### config.mk
export PLATFORM = sky130hd
export DESIGN_NAME = cfg_chain_writer_flat
export DESIGN_NICKNAME = d
export VERILOG_FILES = /design/src/rtl/cfg_chain_writer_pkg.sv /design/src/rtl/fp_pkg.sv /design/src/rtl/cfg_chain_writer_if.sv /design/src/rtl/cfg_chain_writer_phase_cnt.sv /design/src/rtl/cfg_chain_writer.sv /design/src/flat_wrapper.sv
export SDC_FILE = /design/constraint.sdc
export NUM_CORES = 1
export LEC_CHECK = 0
export ABC_AREA = 1
export BUFFER_PORTS_ARGS = -buffer_cell sky130_fd_sc_hd__clkbuf_2
export CAP_MARGIN = 10
export CORE_MARGIN = 8
export CORE_UTILIZATION = 54
export DETAILED_ROUTE_END_ITERATION = 8
export GPL_TIMING_DRIVEN = 0
export HOLD_SLACK_MARGIN = 0.06
export PLACE_DENSITY = 0.92
export SKIP_LAST_GASP = 1
export SYNTH_ARGS = -nofsm -noshare
export SYNTH_HDL_FRONTEND = slang
export SYNTH_SLANG_ARGS = --single-unit
### constraint.sdc
create_clock -name clk -period 2.81 [get_ports clk]
set_input_delay 0.281 -clock clk [delete_from_list [all_inputs] [get_ports clk]]
set_output_delay 0.281 -clock clk [all_outputs]
set_load 0.01 [all_outputs]
### src/rtl/cfg_chain_writer_pkg.sv
// Types for the config chain writer.
package cfg_pkg;
    typedef enum logic [2:0] {
        IDLE,
        WAIT_WORD,
        SETUP,
        PULSE,
        DONE
    } cfg_wr_state_t;
endpackage

### src/rtl/fp_pkg.sv
// Shared fixed-point word definitions used across the neuromorphic config path.
package fp;
    localparam int WORD_LENGTH = 16;
    typedef logic [WORD_LENGTH-1:0] fpType;
endpackage

### src/rtl/cfg_chain_writer_if.sv
// Config shift-chain link: bit-parallel word plus its shift clock.
interface config_if;
    logic      data_clk;
    fp::fpType data_in;

    modport master (output data_clk, output data_in);
    modport slave  (input  data_clk, input  data_in);
endinterface

### src/rtl/cfg_chain_writer_phase_cnt.sv
// Loadable down-counter timing the SETUP and PULSE phases of data_clk.
module cfg_phase_cnt #(
    parameter int unsigned WIDTH = 2
) (
    input  logic             clk,
    input  logic             rst,
    input  logic             load,
    input  logic [WIDTH-1:0] load_val,
    input  logic             en,
    output logic             tc
);
    logic [WIDTH-1:0] cnt;

    always_ff @(posedge clk or posedge rst) begin
        if (rst) begin
            cnt <= '0;
        end else if (load) begin
            cnt <= load_val;
        end else if (en && cnt != '0) begin
            cnt <= cnt - WIDTH'(1);
        end
    end

    assign tc = (cnt == '0);
endmodule

### src/rtl/cfg_chain_writer.sv
// Master end of the config_if shift chain: streams CHAIN_LEN host words into the chain.
// Optional tail readback is enabled with `define CFG_CHAIN_READBACK_EN.
module cfg_chain_writer
    import cfg_pkg::*;
#(
    parameter int unsigned CHAIN_LEN = 64,
    parameter int unsigned CLK_DIV   = 2
) (
    input  logic                           clk,
    input  logic                           reset,
    input  logic                           start,
    input  fp::fpType                      in_data,
    input  logic                           in_valid,
    output logic                           in_ready,
    output logic                           busy,
    output logic                           done,
    output logic [$clog2(CHAIN_LEN+1)-1:0] word_cnt,
`ifdef CFG_CHAIN_READBACK_EN
    config_if.slave                        cfg_in,
    output fp::fpType                      rd_data,
    output logic                           rd_valid,
`endif
    config_if.master                       cfg_out
);
    localparam int unsigned CW = $clog2(CHAIN_LEN + 1);
    localparam int unsigned PW = $clog2(CLK_DIV + 1);
    localparam logic [PW-1:0] PHASE_LOAD = PW'(CLK_DIV - 1);

    cfg_wr_state_t state;
    logic          ph_load;
    logic          ph_en;
    logic          ph_tc;

    // Reload on entry to each phase so SETUP and PULSE both last CLK_DIV cycles.
    always_comb begin
        ph_load = 1'b0;
        ph_en   = 1'b0;
        case (state)
            WAIT_WORD: ph_load = in_valid && in_ready;
            SETUP: begin
                ph_en   = 1'b1;
                ph_load = ph_tc;
            end
            PULSE:   ph_en = 1'b1;
            default: ;
        endcase
    end

    cfg_phase_cnt #(.WIDTH(PW)) u_phase_cnt (
        .clk      (clk),
        .rst      (reset),
        .load     (ph_load),
        .load_val (PHASE_LOAD),
        .en       (ph_en),
        .tc       (ph_tc)
    );

    always_ff @(posedge clk or posedge reset) begin
        if (reset) begin
            state            <= IDLE;
            cfg_out.data_clk <= 1'b0;
            cfg_out.data_in  <= '0;
            in_ready         <= 1'b0;
            busy             <= 1'b0;
            done             <= 1'b0;
            word_cnt         <= '0;
`ifdef CFG_CHAIN_READBACK_EN
            rd_data          <= '0;
            rd_valid         <= 1'b0;
`endif
        end else begin
`ifdef CFG_CHAIN_READBACK_EN
            rd_valid <= 1'b0;
`endif
            case (state)
                IDLE: begin
                    if (start) begin
                        state    <= WAIT_WORD;
                        word_cnt <= '0;
                        in_ready <= 1'b1;
                        busy     <= 1'b1;
                    end
                end
                WAIT_WORD: begin
                    if (in_valid && in_ready) begin
                        cfg_out.data_in <= in_data;
                        in_ready        <= 1'b0;
                        state           <= SETUP;
                    end
                end
                SETUP: begin
                    if (ph_tc) begin
                        cfg_out.data_clk <= 1'b1;
                        state            <= PULSE;
                    end
                end
                PULSE: begin
                    if (ph_tc) begin
                        cfg_out.data_clk <= 1'b0;
                        word_cnt         <= word_cnt + CW'(1);
`ifdef CFG_CHAIN_READBACK_EN
                        // Tail still shows its pre-shift word until data_clk falls.
                        rd_data  <= cfg_in.data_in;
                        rd_valid <= 1'b1;
`endif
                        if (word_cnt + CW'(1) < CW'(CHAIN_LEN)) begin
                            state    <= WAIT_WORD;
                            in_ready <= 1'b1;
                        end else begin
                            state <= DONE;
                            done  <= 1'b1;
                        end
                    end
                end
                DONE: begin
                    done  <= 1'b0;
                    busy  <= 1'b0;
                    state <= IDLE;
                end
                default: state <= IDLE;
            endcase
        end
    end
endmodule

### src/flat_wrapper.sv
// flat-port wrapper written by rule: the top's interface ports become plain ports
module cfg_chain_writer_flat import cfg_pkg::*;
#(
    parameter int unsigned CHAIN_LEN = 64,
    parameter int unsigned CLK_DIV   = 2
)
  (clk, reset, start, in_data, in_valid, in_ready, busy, done, word_cnt, cfg_out_data_clk, cfg_out_data_in);
  config_if cfg_out_i ();
  input  logic clk;
  input  logic reset;
  input  logic start;
  input  fp::fpType in_data;
  input  logic in_valid;
  output logic in_ready;
  output logic busy;
  output logic done;
  output logic [$clog2(CHAIN_LEN+1)-1:0] word_cnt;
  output wire logic [$bits(cfg_out_i.data_clk)-1:0] cfg_out_data_clk;
  output wire logic [$bits(cfg_out_i.data_in)-1:0] cfg_out_data_in;
  assign cfg_out_data_clk = cfg_out_i.data_clk;
  assign cfg_out_data_in = cfg_out_i.data_in;
  cfg_chain_writer #(.CHAIN_LEN(CHAIN_LEN), .CLK_DIV(CLK_DIV)) u_core (.clk(clk), .reset(reset), .start(start), .in_data(in_data), .in_valid(in_valid), .in_ready(in_ready), .busy(busy), .done(done), .word_cnt(word_cnt), .cfg_out(cfg_out_i));
endmodule
==> impl_metrics.py <==
metrics = {
    "routing": {
        "drt_iter0_drc": 47,
        "drtAntennaViolNets": 0,
        "drc": 0,
        "wl_per_cell_um": 11.7,
        "met3WireLength_um": 152,
        "via_count": 1315,
        "wl_met2_um": 1560,
        "wl_um": 3180,
        "wl_met1_um": 1380,
        "top_layer_used": "met4",
        "drtPass1Iterations": 4,
        "via_per_inst": 4.85,
    },
    "clock_network": {
        "clk_latency_ns": 0.33,
        "cts_tree": "done",
        "h-tree-depth": 2,
        "cts_resized": 0,
        "clkTransAtPathRegs_ns": 0.10,
        "cts-root-buf": "clkbuf_4",
        "clock_path_buffers": 2,
        "numCtsBuffers": 5,
        "clkSinkCount": 32,
    },
    "yosys": {
        "ys_ff_latch": 32,
        "syn_inst": 184,
        "yosysSeqAreaShare_pct": 52.3,
        "synth_top_cell_area_share_pct": 52.3,
        "synth_edf_count": 0,
        "synth.area.top_cells": "dfrtp_1 (52%), nand2_1 (20%), inv_1 (3.7%)",
        "ys_warn_count": 0,
        "async_reset_ff_share_pct": 100,
        "synth_flop_cell": "dfrtp_1",
        "synth_area_leader_cell": "dfrtp_1",
        "avgSynthCellArea_um2": 8.32,
        "syn-num-nets": 206,
        "netlist_area_um2": 1530,
        "yosys.cell_types.count": 23,
    },
    "sta": {
        "finalHoldViolations": 0,
        "slew_headroom_pct": 55.2,
        "report.final.slew_viol_count": 0,
        "period_minus_slack_ns": 1.40,
        "rsz0062_at_grt": "no",
        "fin_worst_skew_ns": 0.0120,
        "max_freq_ghz": 0.717,
        "max_slew.worst_pin.slew_ns": 0.671,
        "period_share_pct": 49.7,
        "fin_setup_tns_ns": 0,
        "setup_viol": 0,
    },
    "critical_path": {
        "crit_arrival_ns": 1.65,
        "crit_fanout": 7,
        "r2r_cells": 5,
        "regToRegSetupSlack_ns": 1.41,
        "end_kind": "flop",
        "cp_common_cell": "nand3_1",
        "start_kind": "flop",
        "critPathSlowestCell": "dfrtp_1",
        "path_cells": "ha_1, nand3_1, o21ai_1, nand3_1, a21oi_1",
        "worstSetupPathType": "flop to flop",
        "crit_required_ns": 3.06,
        "slowest_delay_ns": 0.46,
    },
    "layout": {
        "fill_cells": 225,
        "area_delta_synth_final_pct": 25.3,
        "drive_gt1_share_pct": 31.3,
        "layout_commonest_cell": "nand2_1",
        "final_cell_mix": "nand2_1 (82), clkbuf_2 (46), dfrtp_1 (32), inv_1 (15), nand3_1 (10)",
        "antenna_cells": 0,
        "fin_util_pct": 70.1,
        "fin_nets": 261,
    },
    "die": {
        "ios": 47,
        "die_h_um": 69.2,
        "start_util_pct": 56.0,
        "die_x_um": 69.2,
        "core_um2": 2730,
        "die_area_um2": 4790,
        "rows": 19,
    },
    "global_routing": {
        "grtUsageTotal_pct": 13.7,
        "grt_pass1_vias": 1260,
        "gr-total-overflow": 0,
        "grt_max_degree": 33,
        "antenna_found_initial": 0,
        "grt_first_pass_wirelength_um": 5520,
    },
    "run": {
        "cap_viol_max_count": 0,
    },
    "power": {
        "total_power_w": 0.00186,
        "p_per_area_nw_per_um2": 970,
        "power.leakage_nw": 1.10,
        "ir_drop_v": 0.000723,
    },
    "run_status": {
        "status": "finished, final reports clean",
    },
    "placed_design": {
        "post-dp-hpwl_um": 2460,
        "port_buffers": 46,
        "gp_congestion": 0.842,
    },
    "worst_hold_path": {
        "worstHoldPathCells": 3,
        "hp-class": "input pin to flop",
    },
}
cell usage after synthesis, types with 2 or more instances:
cell type	number
nand2_4	2
nand2_2	5
o21ai_0	3
dfrtp_1	32
nor2_2	3
nor2_1	9
nor2_4	3
inv_2	2
o21ai_1	4
ha_1	2
xor2_1	2
nand2_1	82
nand3_1	10
inv_1	15
buf_6	2
metal layers:
metal  up-vias  GRT usage, %
met5         -             0
met4         0          6.83
met3         7          4.86
met2        26          22.4
met1       605          15.4
li1        677             -
cell families after synthesis:
kind of cell,count (synthesis),share of synthesized area (%)
and+or+nand+nor,116,34.3
xor gates and xnor gates,2,1.14
adders and majority gates,2,1.64
buffers and inverters,21,6.54
AOI/OAI and AO/OA,11,4.09
DFF,32,52.3
flip-flops by register name, summed over array words and instances (netlist names):
| signal | count |
|---|---|
| u_core.busy | 1 |
| u_core.cfg_out.data_in | 16 |
| u_core.word_cnt | 7 |
| u_core.state | 3 |
| u_core.u_phase_cnt.cnt | 2 |
| u_core.cfg_out.data_clk | 1 |
| u_core.in_ready | 1 |
| u_core.done | 1 |
final timing paths:
path	from	end
min reg2reg	u_core.cfg_out.data_in[5]	u_core.cfg_out.data_in[5]
min	in_data[5]	u_core.cfg_out.data_in[5]
max	u_core.word_cnt[0]	u_core.done
max reg2reg	u_core.word_cnt[0]	u_core.done
max in group asynchronous	reset	u_core.cfg_out.data_in[14]
min in group asynchronous	reset	u_core.cfg_out.data_in[15]
report_power, final:
part	switching, W	internal, W	leakage, nW
logic	0.000492	0.000304	0.655
registers	0.0000978	0.000624	0.408
clock network	0.000156	0.000185	0.0412
total	0.000746	0.00111	1.10
worst max-delay path, delay by kind of cell (launching register included):
| kind | cells | cell delay, ns |
|---|---|---|
| AO/OA/AOI/OAI | 2 | 0.36 |
| flip-flops | 1 | 0.46 |
| AND/OR/NAND/NOR | 2 | 0.28 |
| adder cells (fa/ha/maj) | 1 | 0.23 |
what timing repair did:
item / CTS / global route
setup buffers: 0 / 0
hold buffers: 0 / 1
hold endpoints to repair: 0 / 9
endpoints found under the setup margin: 0 / 0
metrics by stage:
step / hold slack, ns / std cells / cell area, µm² / worst slack, ns
floorplan: 0.397 / 184 / 1530 / 1.51
global placement: 0.452 / 261 / 1800 / 1.43
detailed placement: 0.458 / 261 / 1800 / 1.43
CTS: 0.127 / 269 / 1880 / 1.40
global route: 0.117 / 271 / 1920 / 1.23
finish: 0.139 / 271 / 1920 / 1.41
final cells by class:
type | instances | area (µm²) | area share (%)
Multi-Input combinational cell | 131 | 629 | 32.8
Buffer | 3 | 30.0 | 1.57
Timing Repair Buffer | 48 | 268 | 14.0
Clock inverter | 3 | 42.5 | 2.22
Tap cell | 31 | 38.8 | 2.02
Sequential cell | 32 | 801 | 41.8
Clock buffer | 5 | 37.5 | 1.96
Inverter | 18 | 70.1 | 3.66
(Power assumes the default switching activity.)
